==> config.mk <==
export PLATFORM = sky130hd
export DESIGN_NAME = button_conditioner
export DESIGN_NICKNAME = d
export VERILOG_FILES = /design/src/rtl/button_conditioner.sv
export SDC_FILE = /design/constraint.sdc
export NUM_CORES = 1
export LEC_CHECK = 0
export BUFFER_PORTS_ARGS = -buffer_cell sky130_fd_sc_hd__buf_2
export CORE_MARGIN = 1.5
export CORE_UTILIZATION = 23
export DETAILED_ROUTE_END_ITERATION = 7
export MAX_ROUTING_LAYER = met4
export SLEW_MARGIN = 20
export SYNTH_ARGS = -nofsm -noshare
export SYNTH_HDL_FRONTEND = slang
export SYNTH_SLANG_ARGS = --single-unit
==> constraint.sdc <==
create_clock -name CLK -period 3.8 [get_ports CLK]
set_input_delay 0.19 -clock CLK [delete_from_list [all_inputs] [get_ports CLK]]
set_output_delay 0.19 -clock CLK [all_outputs]
set_load 0.005 [all_outputs]
==> src/rtl/button_conditioner.sv <==
// Conditions raw asynchronous buttons into debounced CLK-domain levels plus rise/fall pulses.
// Optional long-press pulse per channel is built when BUTTON_CONDITIONER_LONG_PRESS_EN is defined.
module button_conditioner #(
    parameter int   WIDTH           = 8,
    parameter int   SYNC_STAGES     = 2,
    parameter int   DEBOUNCE_CYCLES = 12000,
    parameter logic IDLE_LEVEL      = 1'b0,
    parameter int   LONG_CYCLES     = 12000000
) (
    input  logic             CLK,
    input  logic             rst,
    input  logic [WIDTH-1:0] btn_in,
    output logic [WIDTH-1:0] btn_level,
    output logic [WIDTH-1:0] btn_rise,
    output logic [WIDTH-1:0] btn_fall,
    output logic             any_rise,
    output logic [WIDTH-1:0] btn_long
);

    localparam int              CW       = $clog2(DEBOUNCE_CYCLES + 1);
    localparam logic [CW-1:0]   CNT_LAST = CW'(DEBOUNCE_CYCLES - 1);
    localparam logic [CW-1:0]   CNT_ONE  = CW'(1);
    localparam logic [WIDTH-1:0] IDLE_VEC = {WIDTH{IDLE_LEVEL}};

    generate
        if (SYNC_STAGES < 2) begin : g_bad_sync
            $error("button_conditioner: SYNC_STAGES must be >= 2");
        end
        if (DEBOUNCE_CYCLES < 1) begin : g_bad_debounce
            $error("button_conditioner: DEBOUNCE_CYCLES must be >= 1");
        end
        if (LONG_CYCLES < 1) begin : g_bad_long
            $error("button_conditioner: LONG_CYCLES must be >= 1");
        end
    endgenerate

    logic [SYNC_STAGES-1:0][WIDTH-1:0] sync_q, sync_d;
    logic [WIDTH-1:0]                  s;
    logic [WIDTH-1:0]                  level_q, level_d;
    logic [WIDTH-1:0][CW-1:0]          cnt_q, cnt_d;
    logic [WIDTH-1:0]                  rise_q, rise_d;
    logic [WIDTH-1:0]                  fall_q, fall_d;
    logic                              any_rise_q, any_rise_d;

    assign s = sync_q[SYNC_STAGES-1];

    always_comb begin
        sync_d = sync_q;
        sync_d[0] = btn_in;
        for (int k = 1; k < SYNC_STAGES; k++) begin
            sync_d[k] = sync_q[k-1];
        end
    end

    // The level only flips on the edge where the counter already sits at its last value,
    // so the counter itself never needs to hold DEBOUNCE_CYCLES.
    always_comb begin
        level_d = level_q;
        cnt_d   = cnt_q;
        rise_d  = '0;
        fall_d  = '0;
        for (int i = 0; i < WIDTH; i++) begin
            if (s[i] == level_q[i]) begin
                cnt_d[i] = '0;
            end else if (cnt_q[i] == CNT_LAST) begin
                level_d[i] = s[i];
                cnt_d[i]   = '0;
                rise_d[i]  = s[i];
                fall_d[i]  = ~s[i];
            end else begin
                cnt_d[i] = cnt_q[i] + CNT_ONE;
            end
        end
        any_rise_d = |rise_d;
    end

    always_ff @(posedge CLK) begin
        if (rst) begin
            sync_q     <= {SYNC_STAGES{IDLE_VEC}};
            level_q    <= IDLE_VEC;
            cnt_q      <= '0;
            rise_q     <= '0;
            fall_q     <= '0;
            any_rise_q <= 1'b0;
        end else begin
            sync_q     <= sync_d;
            level_q    <= level_d;
            cnt_q      <= cnt_d;
            rise_q     <= rise_d;
            fall_q     <= fall_d;
            any_rise_q <= any_rise_d;
        end
    end

    assign btn_level = level_q;
    assign btn_rise  = rise_q;
    assign btn_fall  = fall_q;
    assign any_rise  = any_rise_q;

`ifdef BUTTON_CONDITIONER_LONG_PRESS_EN
    localparam int            LW        = $clog2(LONG_CYCLES + 1);
    localparam logic [LW-1:0] HOLD_LAST = LW'(LONG_CYCLES - 1);
    localparam logic [LW-1:0] HOLD_SAT  = LW'(LONG_CYCLES);
    localparam logic [LW-1:0] HOLD_ONE  = LW'(1);

    logic [WIDTH-1:0][LW-1:0] hold_q, hold_d;
    logic [WIDTH-1:0]         long_q, long_d;

    // Parking at LONG_CYCLES (one past the pulse value) guarantees a single pulse per press.
    always_comb begin
        hold_d = hold_q;
        long_d = '0;
        for (int i = 0; i < WIDTH; i++) begin
            if (!level_q[i]) begin
                hold_d[i] = '0;
            end else if (hold_q[i] == HOLD_LAST) begin
                hold_d[i] = HOLD_SAT;
                long_d[i] = 1'b1;
            end else if (hold_q[i] != HOLD_SAT) begin
                hold_d[i] = hold_q[i] + HOLD_ONE;
            end
        end
    end

    always_ff @(posedge CLK) begin
        if (rst) begin
            hold_q <= '0;
            long_q <= '0;
        end else begin
            hold_q <= hold_d;
            long_q <= long_d;
        end
    end

    assign btn_long = long_q;
`else
    assign btn_long = '0;
`endif

endmodule

==> Flow_metrics.wiki, run 1 <==
{| class="wikitable"
! Metric !! Value
|-
| Clock tree from TritonCTS || yes
|-
| Syn Area/Cell || 8.98 sq um
|-
| H-tree depth || 4
|-
| Top-level port count || 43
|-
| Leading post-synthesis cells by cell area || sky130_fd_sc_hd__dfxtp_1, sky130_fd_sc_hd__nor2_1, sky130_fd_sc_hd__xnor2_1
|-
| Worst ir drop on vdd || 0.243 mV
|-
| Library cell with the largest summed area after synthesis || sky130_fd_sc_hd__dfxtp_1
|-
| Critical path type || reg -> reg
|-
| Endpoint type of the worst setup path || flop
|-
| Power consumption || 3.45 mW
|-
| Share of cells above drive strength 1 || 10.1%
|-
| Wire length of the first global-routing pass || 20.6 mm
|-
| Half-perimeter wire length of the detailed placement result || 8.51 mm
|-
| Most frequent cell after synthesis || sky130_fd_sc_hd__dfxtp_1
|-
| Cell types with the highest counts after synthesis || sky130_fd_sc_hd__dfxtp_1, sky130_fd_sc_hd__nor2_1, sky130_fd_sc_hd__xnor2_1, sky130_fd_sc_hd__xor2_1, sky130_fd_sc_hd__nand2_1
|-
| Setup repair after global routing missed its margin || false
|-
| Setup skew after layout || 7.61 ps
|-
| Floorplan die area || 0.0284 sq mm
|-
| Clock insertion delay at the later pin of the skew report || 420 ps
|-
| Violation count after the first detailed-routing iteration || 220
|-
| Flip-flop and latch count after synthesis || 153
|-
| Net count reported at finish || 759
|-
| Antenna diode count || 0
|-
| Average vias per placed instance || 4.23
|-
| Worst-case headroom to the max-slew limit || 50.3%
|-
| Post-CTS setup buffer count || 0
|-
| Area occupied by registers || 0.00306 sq mm
|-
| Drt wl/cell || 11.0 um
|-
| Number of input and output port buffers inserted || 34
|-
| Drt pass-1 iters || 5
|-
| Clock-pin slew on the worst setup and hold paths || 60 ps
|-
| GPL Wtd Cong || 0.777
|-
| Initial cell density of the core || 23.4%
|-
| Width of the chip || 169 um
|-
| Number of global-route vias before repair || 4328
|-
| Maximum number of pins on one net before global-route repair || 28
|-
| Die Height || 169 um
|-
| Count of unique library cells instantiated by Yosys || 40
|-
| Fill cell total of the finished layout || 2826
|-
| Maximum capacitance violations || 0
|-
| Number of pins exceeding their max-slew limit in the final report || 0
|-
| Final number of hold-violating endpoints || 0
|-
| Portion of synthesized cell area occupied by the leading cell type || 48.5%
|-
| Post-route antenna net violation count || 0
|-
| Top fanout value on the critical path || 14
|-
| Global route total overflow || 0
|-
| EDFF count, synth || 0
|-
| Leakage || 2.39 nW
|-
| Path class of the lowest-slack min-delay path || in -> reg
|-
| Final standard cell utilization of the core || 27.7%
|-
| Multi-input gate area || 0.00306 sq mm
|-
| Initial antenna violation count || 0
|-
| Highest attainable clock frequency || 0.459 GHz
|-
| Share of the clock period used by the worst path || 57.3%
|-
| Yosys Warn Count || 0
|-
| Signal arrival time at the worst endpoint || 2460 ps
|-
| Pwr dens || 462 mW/mm^2
|-
| Wire length reported by the detailed router || 12.1 mm
|-
| Status || finished, final reports clean
|-
| Total CTS buffers || 17
|-
| Setup-violating endpoint count in the final report || 0
|-
| Final critical delay including setup and external delays || 2180 ps
|-
| Clock tree sinks || 153
|-
| Post-synthesis instance area || 0.00631 sq mm
|-
| Worst-case hold slack || 8.74 ps
|-
| Seq/Total Area, Yosys || 48.5%
|-
| Worst Tran Pin Value || 738 ps
|-
| Most used DFF post-synth || sky130_fd_sc_hd__dfxtp_1
|-
| Area of the core region || 0.0270 sq mm
|-
| Setup TNS after final layout || 0 ps
|-
| Critical path data required time || 4090 ps
|-
| Buffer type at the clock tree root || sky130_fd_sc_hd__clkbuf_16
|-
| Area growth from synthesis to layout || 18.4%
|-
| Async S/R FF share, synth || 0%
|-
| Critical Path Start Type || flop
|-
| Gate count of the mapped netlist || 703
|-
| Combined global-route utilization of all metal layers || 9.40%
|-
| Maximum number of buffers from clock root to sink || 2
|-
| Number of design rule violations left after detail routing || 0
|-
| Number of vias in the routed layout || 4634
|-
| Count of standard-cell rows || 60
|}
-- state kept, by name, summed over array words and instances (netlist names) --
signal and flops:
cnt_q 112, btn_fall 8, btn_level 8, btn_rise 8, s 8, sync_d 8, any_rise 1
-- cells by family (layout without fill, tap and decap cells) --
family / count (synthesis) / after routing / synth area share (%)
mux: 7 / 7 / 1.11
compound gates: 31 / 31 / 3.09
xor+xnor: 88 / 88 / 12.2
other cells: 1 / 8 / 0.0594
simple gates: 371 / 371 / 30.0
flops: 153 / 153 / 48.5
fa+ha+maj: 8 / 8 / 1.59
buf+inv: 44 / 88 / 3.37
-- final timing paths --
| path | start | end | slack (ps) | depth (start not counted) |
|---|---|---|---|---|
| hold / removal | btn_in[0] | sync_d[8] | 9 | 2 |
| setup / recovery | cnt_q[56] | cnt_q[61] | 1620 | 5 |
| setup reg to reg | cnt_q[56] | cnt_q[61] | 1620 | 5 |
| hold reg to reg | sync_d[8] | s[0] | 430 | 1 |
-- worst max-delay path, cell delays in order, from the launching register on --
cell                      delay, ps
sky130_fd_sc_hd__dfxtp_1        370
sky130_fd_sc_hd__ha_1           230
sky130_fd_sc_hd__nand4_1        160
sky130_fd_sc_hd__nor4_1         700
sky130_fd_sc_hd__a211o_1        480
sky130_fd_sc_hd__nor2_1         100
-- what timing repair did --
action                    in CTS  in global routing
hold endpoints to repair       4                  0
hold buffers                   4                  0
resized for setup              0                  0
-- cell usage in the layout, fill, tap and decap left out, types with 2 or more instances in the layout --
master	instances
sky130_fd_sc_hd__dfxtp_1	153
sky130_fd_sc_hd__a21oi_1	14
sky130_fd_sc_hd__and4_1	8
sky130_fd_sc_hd__nand4b_1	5
sky130_fd_sc_hd__xor2_1	38
sky130_fd_sc_hd__inv_1	16
sky130_fd_sc_hd__nand2_1	37
sky130_fd_sc_hd__or3_1	8
sky130_fd_sc_hd__nand4_1	33
sky130_fd_sc_hd__or4b_1	4
sky130_fd_sc_hd__nor4_1	15
sky130_fd_sc_hd__conb_1	8
sky130_fd_sc_hd__inv_6	2
sky130_fd_sc_hd__dlygate4sd3_1	4
sky130_fd_sc_hd__buf_4	2
sky130_fd_sc_hd__ha_1	8
sky130_fd_sc_hd__or2_2	4
sky130_fd_sc_hd__or4_1	6
sky130_fd_sc_hd__clkbuf_16	17
sky130_fd_sc_hd__buf_2	34
sky130_fd_sc_hd__clkinvlp_4	5
sky130_fd_sc_hd__nor2_1	129
sky130_fd_sc_hd__nand2b_1	21
sky130_fd_sc_hd__and3_1	13
sky130_fd_sc_hd__nor3_1	26
sky130_fd_sc_hd__clkinv_2	2
sky130_fd_sc_hd__nand3_1	35
sky130_fd_sc_hd__mux2i_1	7
sky130_fd_sc_hd__nor2b_1	17
sky130_fd_sc_hd__and2_1	5
sky130_fd_sc_hd__o21ai_0	9
sky130_fd_sc_hd__bufinv_16	4
sky130_fd_sc_hd__a211o_1	3
sky130_fd_sc_hd__xnor2_1	50
-- final cells by class --
cell class                 instances  share of cell area [%]
multi-input combinational        513                    41.0
timing repair buffer              40                    3.02
clock buffer                      18                    5.88
sequential                       153                    41.0
tap                              341                    5.71
inverter                          16                   0.804
clock inverter                    14                    2.60
-- through the flow --
| step | std cells | area, sq um | worst slack, ps |
|---|---|---|---|
| finish | 1095 | 7470 | 1620 |
| global route | 1095 | 7470 | 1300 |
| CTS | 1095 | 7470 | 1560 |
| detailed placement | 1059 | 6800 | 1580 |
| global placement | 1059 | 6800 | 1610 |
| floorplan | 710 | 6340 | 1850 |
-- power by group --
group	total, mW	switching (mW)	internal (mW)
sequential	1.62	0.00628	1.61
clock	1.79	0.670	1.12
combinational	0.0427	0.0265	0.0162
-- per-layer routing --
metal	routed length [um]	global-route usage, %	up-vias
met5	0	-	-
met4	183	4.35	0
met3	460	2.55	18
met2	5210	13.6	70
met1	6220	12.2	2082
li1	-	-	2464
Power figures use the tool's default switching activity.
==> inputs of run 2 (changes only) <==
- clock period: 3.8 -> 2.2 ns (I/O delays scaled with it)
==> Flow_metrics.wiki, run 2 (same netlist as run 1, synthesis figures left out) <==
{| class="wikitable"
! Metric !! Value
|-
| Status || finished, final reports clean
|-
| Clock insertion delay at the later pin of the skew report || 420 ps (about the same)
|-
| Clock power frac || 50.9% (-0.9 points)
|-
| Post-placement worst setup slack || 188 ps (-1390 ps)
|-
| Sum of buffers and inverters on the critical path || 0 (unchanged)
|-
| H-tree depth || 4 (unchanged)
|-
| Total CTS buffers || 17 (unchanged)
|-
| Most utilized layer in the global route result || met2
|-
| Setup skew after layout || 9.95 ps (+2.34 ps)
|-
| Critical path data required time || 2540 ps (-1550 ps)
|-
| Worst-case headroom to the max-slew limit || 56.4% (+6.0 points)
|-
| Wire length reported by the detailed router || 12.3 mm (+2.0%)
|-
| Number of input and output port buffers inserted || 34 (unchanged)
|-
| Number of vias in the routed layout || 4738 (+2.2%)
|-
| Violation count after the first detailed-routing iteration || 192 (-13%)
|-
| Buffer type at the clock tree root || sky130_fd_sc_hd__clkbuf_16
|-
| Pwr dens || 775 mW/mm^2 (+68%)
|-
| Leakage || 2.48 nW (+3.5%)
|-
| Setup repair after global routing missed its margin || false
|-
| Power consumption || 5.88 mW (+70%)
|-
| Share of cells above drive strength 1 || 11.5% (+1.5 points)
|-
| Global Route met3 Usage || 2.55% (unchanged)
|-
| Biggest register || cnt_q
|-
| Final number of hold-violating endpoints || 0 (unchanged)
|-
| Path class of the lowest-slack min-delay path || in -> reg
|-
| Crit path largest cell delay || 630 ps (-70 ps)
|-
| Share of total power in sequential cells || 47.6% (+0.6 points)
|-
| Average vias per placed instance || 4.26 (+0.68%)
|-
| Top-level port count || 43 (unchanged)
|-
| Number of cells after detailed placement || 1073 (+1.3%)
|-
| Final critical delay including setup and external delays || 2010 ps (-168 ps)
|-
| Floorplan die area || 0.0284 sq mm (unchanged)
|-
| Max stage delay cell, worst path || sky130_fd_sc_hd__or4_1
|-
| Wire length of the first global-routing pass || 20.9 mm (+1.2%)
|-
| Clock tree from TritonCTS || yes
|-
| Post-cts gate resize count || 0 (unchanged)
|-
| Worst ir drop on vdd || 0.426 mV (+75%)
|-
| Post-route non-filler standard cell count || 1112 (+1.6%)
|-
| Top library cells by usage in the layout, fill and taps aside || sky130_fd_sc_hd__dfxtp_1, sky130_fd_sc_hd__nor2_1, sky130_fd_sc_hd__xnor2_1
|-
| Highest attainable clock frequency || 0.498 GHz (+8.3%)
|-
| Signal arrival time at the worst endpoint || 2350 ps (-110 ps)
|-
| Count of standard-cell rows || 60 (unchanged)
|-
| Clock-pin slew on the worst setup and hold paths || 60 ps (about the same)
|-
| Die Height || 169 um (unchanged)
|-
| Area growth from synthesis to layout || 20.3%
|-
| Critical Path Start Type || flop
|-
| Switching share of power || 20.2% (-0.14 points)
|-
| GR Util met1 || 12.2% (about the same)
|-
| Critical-path cell list || or4b_1 > or4_1 > o221a_1 > a41oi_2
|-
| Number of design rule violations left after detail routing || 0 (unchanged)
|-
| Net switching power || 1.19 mW (+69%)
|-
| Maximum capacitance violations || 0 (unchanged)
|-
| Share of the clock period used by the worst path || 91.4% (+34 points)
|-
| Drt wl/cell || 11.1 um (+0.42%)
|-
| Comb power frac || 1.5% (+0.3 points)
|-
| Critical path type || reg -> reg
|-
| Clock tree sinks || 153 (unchanged)
|-
| Number of global-route vias before repair || 4393 (+1.5%)
|-
| Combined global-route utilization of all metal layers || 9.38% (-0.029 points)
|-
| Net count reported at finish || 777 (+2.4%)
|-
| Number of pins exceeding their max-slew limit in the final report || 0 (unchanged)
|-
| Top fanout value on the critical path || 6 (-8)
|-
| Drt pass-1 iters || 4 (-1)
|-
| Width of the chip || 169 um (unchanged)
|-
| Internal power || 4.69 mW (+71%)
|-
| Post-layout worst setup margin || 190 ps (-1430 ps)
|-
| Setup TNS after final layout || 0 ps (unchanged)
|-
| Half-perimeter wire length of the detailed placement result || 8.58 mm (+0.88%)
|-
| Maximum number of buffers from clock root to sink || 2 (unchanged)
|-
| Worst Tran Pin Value || 654 ps (-83.8 ps)
|-
| M2 GR Usage || 14.1% (+0.47 points)
|-
| Worst path top cell family by delay || simple AND/OR/NAND/NOR gates
|-
| Area of the core region || 0.0270 sq mm (unchanged)
|-
| Initial cell density of the core || 23.4% (unchanged)
|-
| Maximum number of pins on one net before global-route repair || 30 (+7.1%)
|-
| Initial antenna violation count || 0 (unchanged)
|-
| Worst-case hold slack || 208 ps (+199 ps)
|-
| Number of flip-flops under the largest register name || 112 (unchanged)
|-
| Most common cell after layout, fill and taps aside || sky130_fd_sc_hd__dfxtp_1
|-
| Post-route antenna net violation count || 0 (unchanged)
|-
| Setup-violating endpoint count in the final report || 0 (unchanged)
|-
| Endpoint type of the worst setup path || flop
|-
| GPL Wtd Cong || 0.802 (+3.3%)
|-
| Antenna diode count || 0 (unchanged)
|-
| Global route total overflow || 0 (unchanged)
|}
## run 2: cell type report
cell class / count / area [sq um]
inverter: 16 / 60.1
tap: 341 / 427
timing repair buffer: 58 / 370
clock inverter: 11 / 146
fill: 2786 / 19400
sequential: 153 / 3060
multi-input combinational: 513 / 3060
clock buffer: 20 / 467
## run 2: what timing repair did
item,4_1_cts,5_1_grt
hold buffers,8,0
endpoints found under the hold margin,8,0
setup buffers,0,0
## run 2: power by group through the flow
stage | logic, mW | clock network (mW) | registers (mW)
after floorplan | 0.0603 | 0 | 2.86
after global placement | 0.0788 | 0 | 2.86
after detailed placement | 0.0796 | 0 | 2.86
after CTS | 0.0903 | 3.09 | 2.80
after global routing | 0.0994 | 3.19 | 2.80
final | 0.0883 | 3.00 | 2.80
## run 2: metrics by stage
stage,instance area [sq um],utilization [%]
floorplan,6340,-
global placement,6900,25.6
detailed placement,6900,25.6
CTS,7590,28.2
global route,7590,28.2
finish,7590,28.2
## run 2: worst paths after layout
path	cells after the start	to	slack, ps	from
setup / recovery	4	any_rise	190	cnt_q[12]
hold / removal	2	btn_level[7]	210	rst
setup reg to reg	4	any_rise	190	cnt_q[12]
hold reg to reg	1	s[1]	440	sync_d[9]
## run 2: metal layers
layer | up-vias | part of all wire [%]
met5 | - | 0
met4 | 0 | 1.1
met1 | 2167 | 51
met2 | 73 | 44
li1 | 2487 | -
met3 | 11 | 4.6
==> inputs of run 3 (changes only) <==
- CTS_CLUSTER_DIAMETER: not set -> 120
- clock period: 2.2 -> 2.6 ns (I/O delays scaled with it)
==> Flow_metrics.wiki, run 3 (same netlist as run 1, synthesis figures left out) <==
{| class="wikitable"
! Metric !! Value
|-
| Status || finished, final reports clean
|-
| Comb power frac || 1.4% (about the same)
|-
| CTS hold repair buffers || 8 (unchanged)
|-
| Clock tree sinks || 153 (unchanged)
|-
| Power consumption || 5.06 mW (-14%)
|-
| Area of the core region || 0.0270 sq mm (unchanged)
|-
| Highest attainable clock frequency || 0.473 GHz (-4.9%)
|-
| Top library cells by usage in the layout, fill and taps aside || sky130_fd_sc_hd__dfxtp_1, sky130_fd_sc_hd__nor2_1, sky130_fd_sc_hd__xnor2_1
|-
| Critical path type || reg -> reg
|-
| Internal power || 4.04 mW (-14%)
|-
| Final number of hold-violating endpoints || 0 (unchanged)
|-
| Number of input and output port buffers inserted || 34 (unchanged)
|-
| Area occupied by registers || 0.00306 sq mm (unchanged)
|-
| Setup-violating endpoint count in the final report || 0 (unchanged)
|-
| Final critical delay including setup and external delays || 2110 ps (+105 ps)
|-
| Share of total power in sequential cells || 46.8% (-0.8 points)
|-
| Crit path largest cell delay || 580 ps (-50 ps)
|-
| Worst path top cell family by delay || simple AND/OR/NAND/NOR gates
|-
| Clock power frac || 51.8% (+0.9 points)
|-
| Sum of buffers and inverters on the critical path || 0 (unchanged)
|-
| Most common cell after layout, fill and taps aside || sky130_fd_sc_hd__dfxtp_1
|-
| Setup skew after layout || 7.24 ps (-2.71 ps)
|-
| Maximum number of buffers from clock root to sink || 2 (unchanged)
|-
| Top fanout value on the critical path || 13 (+7)
|-
| Buffer type at the clock tree root || sky130_fd_sc_hd__clkbuf_16
|-
| Global route total overflow || 0 (unchanged)
|-
| Wire length of the first global-routing pass || 20.4 mm (-2.2%)
|-
| Clock-pin slew on the worst setup and hold paths || 60 ps (about the same)
|-
| Maximum number of pins on one net before global-route repair || 33 (+10%)
|-
| Number of cells after detailed placement || 1063 (-0.93%)
|-
| Violation count after the first detailed-routing iteration || 212 (+10%)
|-
| Leakage || 2.43 nW (-1.9%)
|-
| Initial antenna violation count || 0 (unchanged)
|-
| Setup repair after global routing missed its margin || false
|-
| Design Area, Final || 0.00753 sq mm (-0.77%)
|-
| Antenna diode count || 0 (unchanged)
|-
| Pwr dens || 672 mW/mm^2 (-13%)
|-
| Biggest register || cnt_q
|-
| Wire length reported by the detailed router || 12.2 mm (-0.92%)
|-
| Critical path data required time || 2900 ps (+360 ps)
|-
| Share of cells above drive strength 1 || 10.2% (-1.3 points)
|-
| Final standard cell utilization of the core || 28.0% (-0.22 points)
|-
| Initial cell density of the core || 23.4% (unchanged)
|-
| Setup TNS after final layout || 0 ps (unchanged)
|-
| Clock insertion delay at the later pin of the skew report || 430 ps (about the same)
|-
| Post-cts gate resize count || 0 (unchanged)
|-
| Half-perimeter wire length of the detailed placement result || 8.55 mm (-0.44%)
|-
| Number of vias in the routed layout || 4663 (-1.6%)
|-
| Net count reported at finish || 767 (-1.3%)
|-
| Net switching power || 1.02 mW (-14%)
|-
| Path class of the lowest-slack min-delay path || in -> reg
|-
| Share of the clock period used by the worst path || 81.3% (-10 points)
|-
| Die Height || 169 um (unchanged)
|-
| Cell area after placement || 0.00683 sq mm (-1.1%)
|-
| Worst ir drop on vdd || 0.450 mV (+5.8%)
|-
| Post-CTS setup buffer count || 0 (unchanged)
|-
| GPL Wtd Cong || 0.819 (+2.1%)
|-
| Width of the chip || 169 um (unchanged)
|-
| Critical path depth || 4 (unchanged)
|-
| Signal arrival time at the worst endpoint || 2410 ps (+60 ps)
|-
| Number of pins exceeding their max-slew limit in the final report || 0 (unchanged)
|-
| Fill cell total of the finished layout || 2828 (+1.5%)
|-
| Maximum capacitance violations || 0 (unchanged)
|-
| Endpoint type of the worst setup path || flop
|-
| Worst hold path cell count || 2 (unchanged)
|-
| Total CTS buffers || 17 (unchanged)
|-
| Area growth from synthesis to layout || 19.4%
|-
| Post-route non-filler standard cell count || 1103 (-0.81%)
|-
| Post-route antenna net violation count || 0 (unchanged)
|-
| Drt pass-1 iters || 4 (unchanged)
|-
| Number of design rule violations left after detail routing || 0 (unchanged)
|-
| Number of global-route vias before repair || 4301 (-2.1%)
|-
| Average vias per placed instance || 4.23 (-0.78%)
|-
| Depth of the most critical reg-to-reg path || 4 (unchanged)
|-
| Critical Path Start Type || flop
|-
| Worst-case headroom to the max-slew limit || 56.1% (-0.31 points)
|-
| Worst Tran Pin Value || 659 ps (+4.68 ps)
|-
| Switching share of power || 20.1% (-0.10 points)
|-
| H-tree depth || 4 (unchanged)
|-
| Floorplan die area || 0.0284 sq mm (unchanged)
|-
| Max stage delay cell, worst path || sky130_fd_sc_hd__or4b_1
|-
| Top-level port count || 43 (unchanged)
|-
| Drt wl/cell || 11.1 um (-0.11%)
|-
| Combined global-route utilization of all metal layers || 9.20% (-0.18 points)
|-
| Multi-input gate area || 0.00306 sq mm (unchanged)
|-
| Number of flip-flops under the largest register name || 112 (unchanged)
|-
| Critical-path cell list || or4b_1 > or4_1 > nand2_1 > nor2_1
|-
| Clock tree from TritonCTS || yes
|-
| Count of standard-cell rows || 60 (unchanged)
|}
[run 3: cell count changes in the layout (fill, tap and decap cells not counted)]
cell / previous run / this run
sky130_fd_sc_hd__clkbuf_1: 0 / 2
sky130_fd_sc_hd__bufinv_16: 3 / 4
sky130_fd_sc_hd__inv_6: 0 / 1
sky130_fd_sc_hd__buf_4: 16 / 6
sky130_fd_sc_hd__clkinvlp_4: 2 / 4
sky130_fd_sc_hd__clkinv_2: 3 / 2
sky130_fd_sc_hd__clkbuf_8: 3 / 2
sky130_fd_sc_hd__clkinv_4: 3 / 0
[run 3: per-stage QoR]
step	setup WS (ps)	hold slack [ps]
floorplan	649	258
global placement	558	336
detailed placement	498	344
CTS	491	232
global route	376	263
finish	486	233
[run 3: routing by layer]
layer | GRT usage, % | wire, um
met1 | 11.9 | 6390
met2 | 13.4 | 5130
met3 | 3.04 | 492
met4 | 3.18 | 185
met5 | - | 0
[run 3: area by class of cell]
cell class | count | share of cell area, %
clock buffer | 21 | 6.11
clock inverter | 11 | 2.24
inverter | 16 | 0.797
multi-input combinational | 513 | 40.6
sequential | 153 | 40.7
tap | 341 | 5.66
timing repair buffer | 48 | 3.92
[run 3: worst paths after layout]
path             start           end  slack [ps]
max          cnt_q[89]     cnt_q[91]         490
max reg2reg  cnt_q[89]     cnt_q[91]         490
min                rst  btn_level[7]         230
min reg2reg  sync_d[9]          s[1]         440
[run 3: power by group through the flow]
stage | Sequential [mW] | Combinational (mW) | Clock (mW)
after floorplan | 2.42 | 0.0511 | 0
after global placement | 2.42 | 0.0612 | 0
after detailed placement | 2.42 | 0.0623 | 0
after CTS | 2.37 | 0.0717 | 2.68
after global routing | 2.37 | 0.0792 | 2.79
final | 2.37 | 0.0697 | 2.63
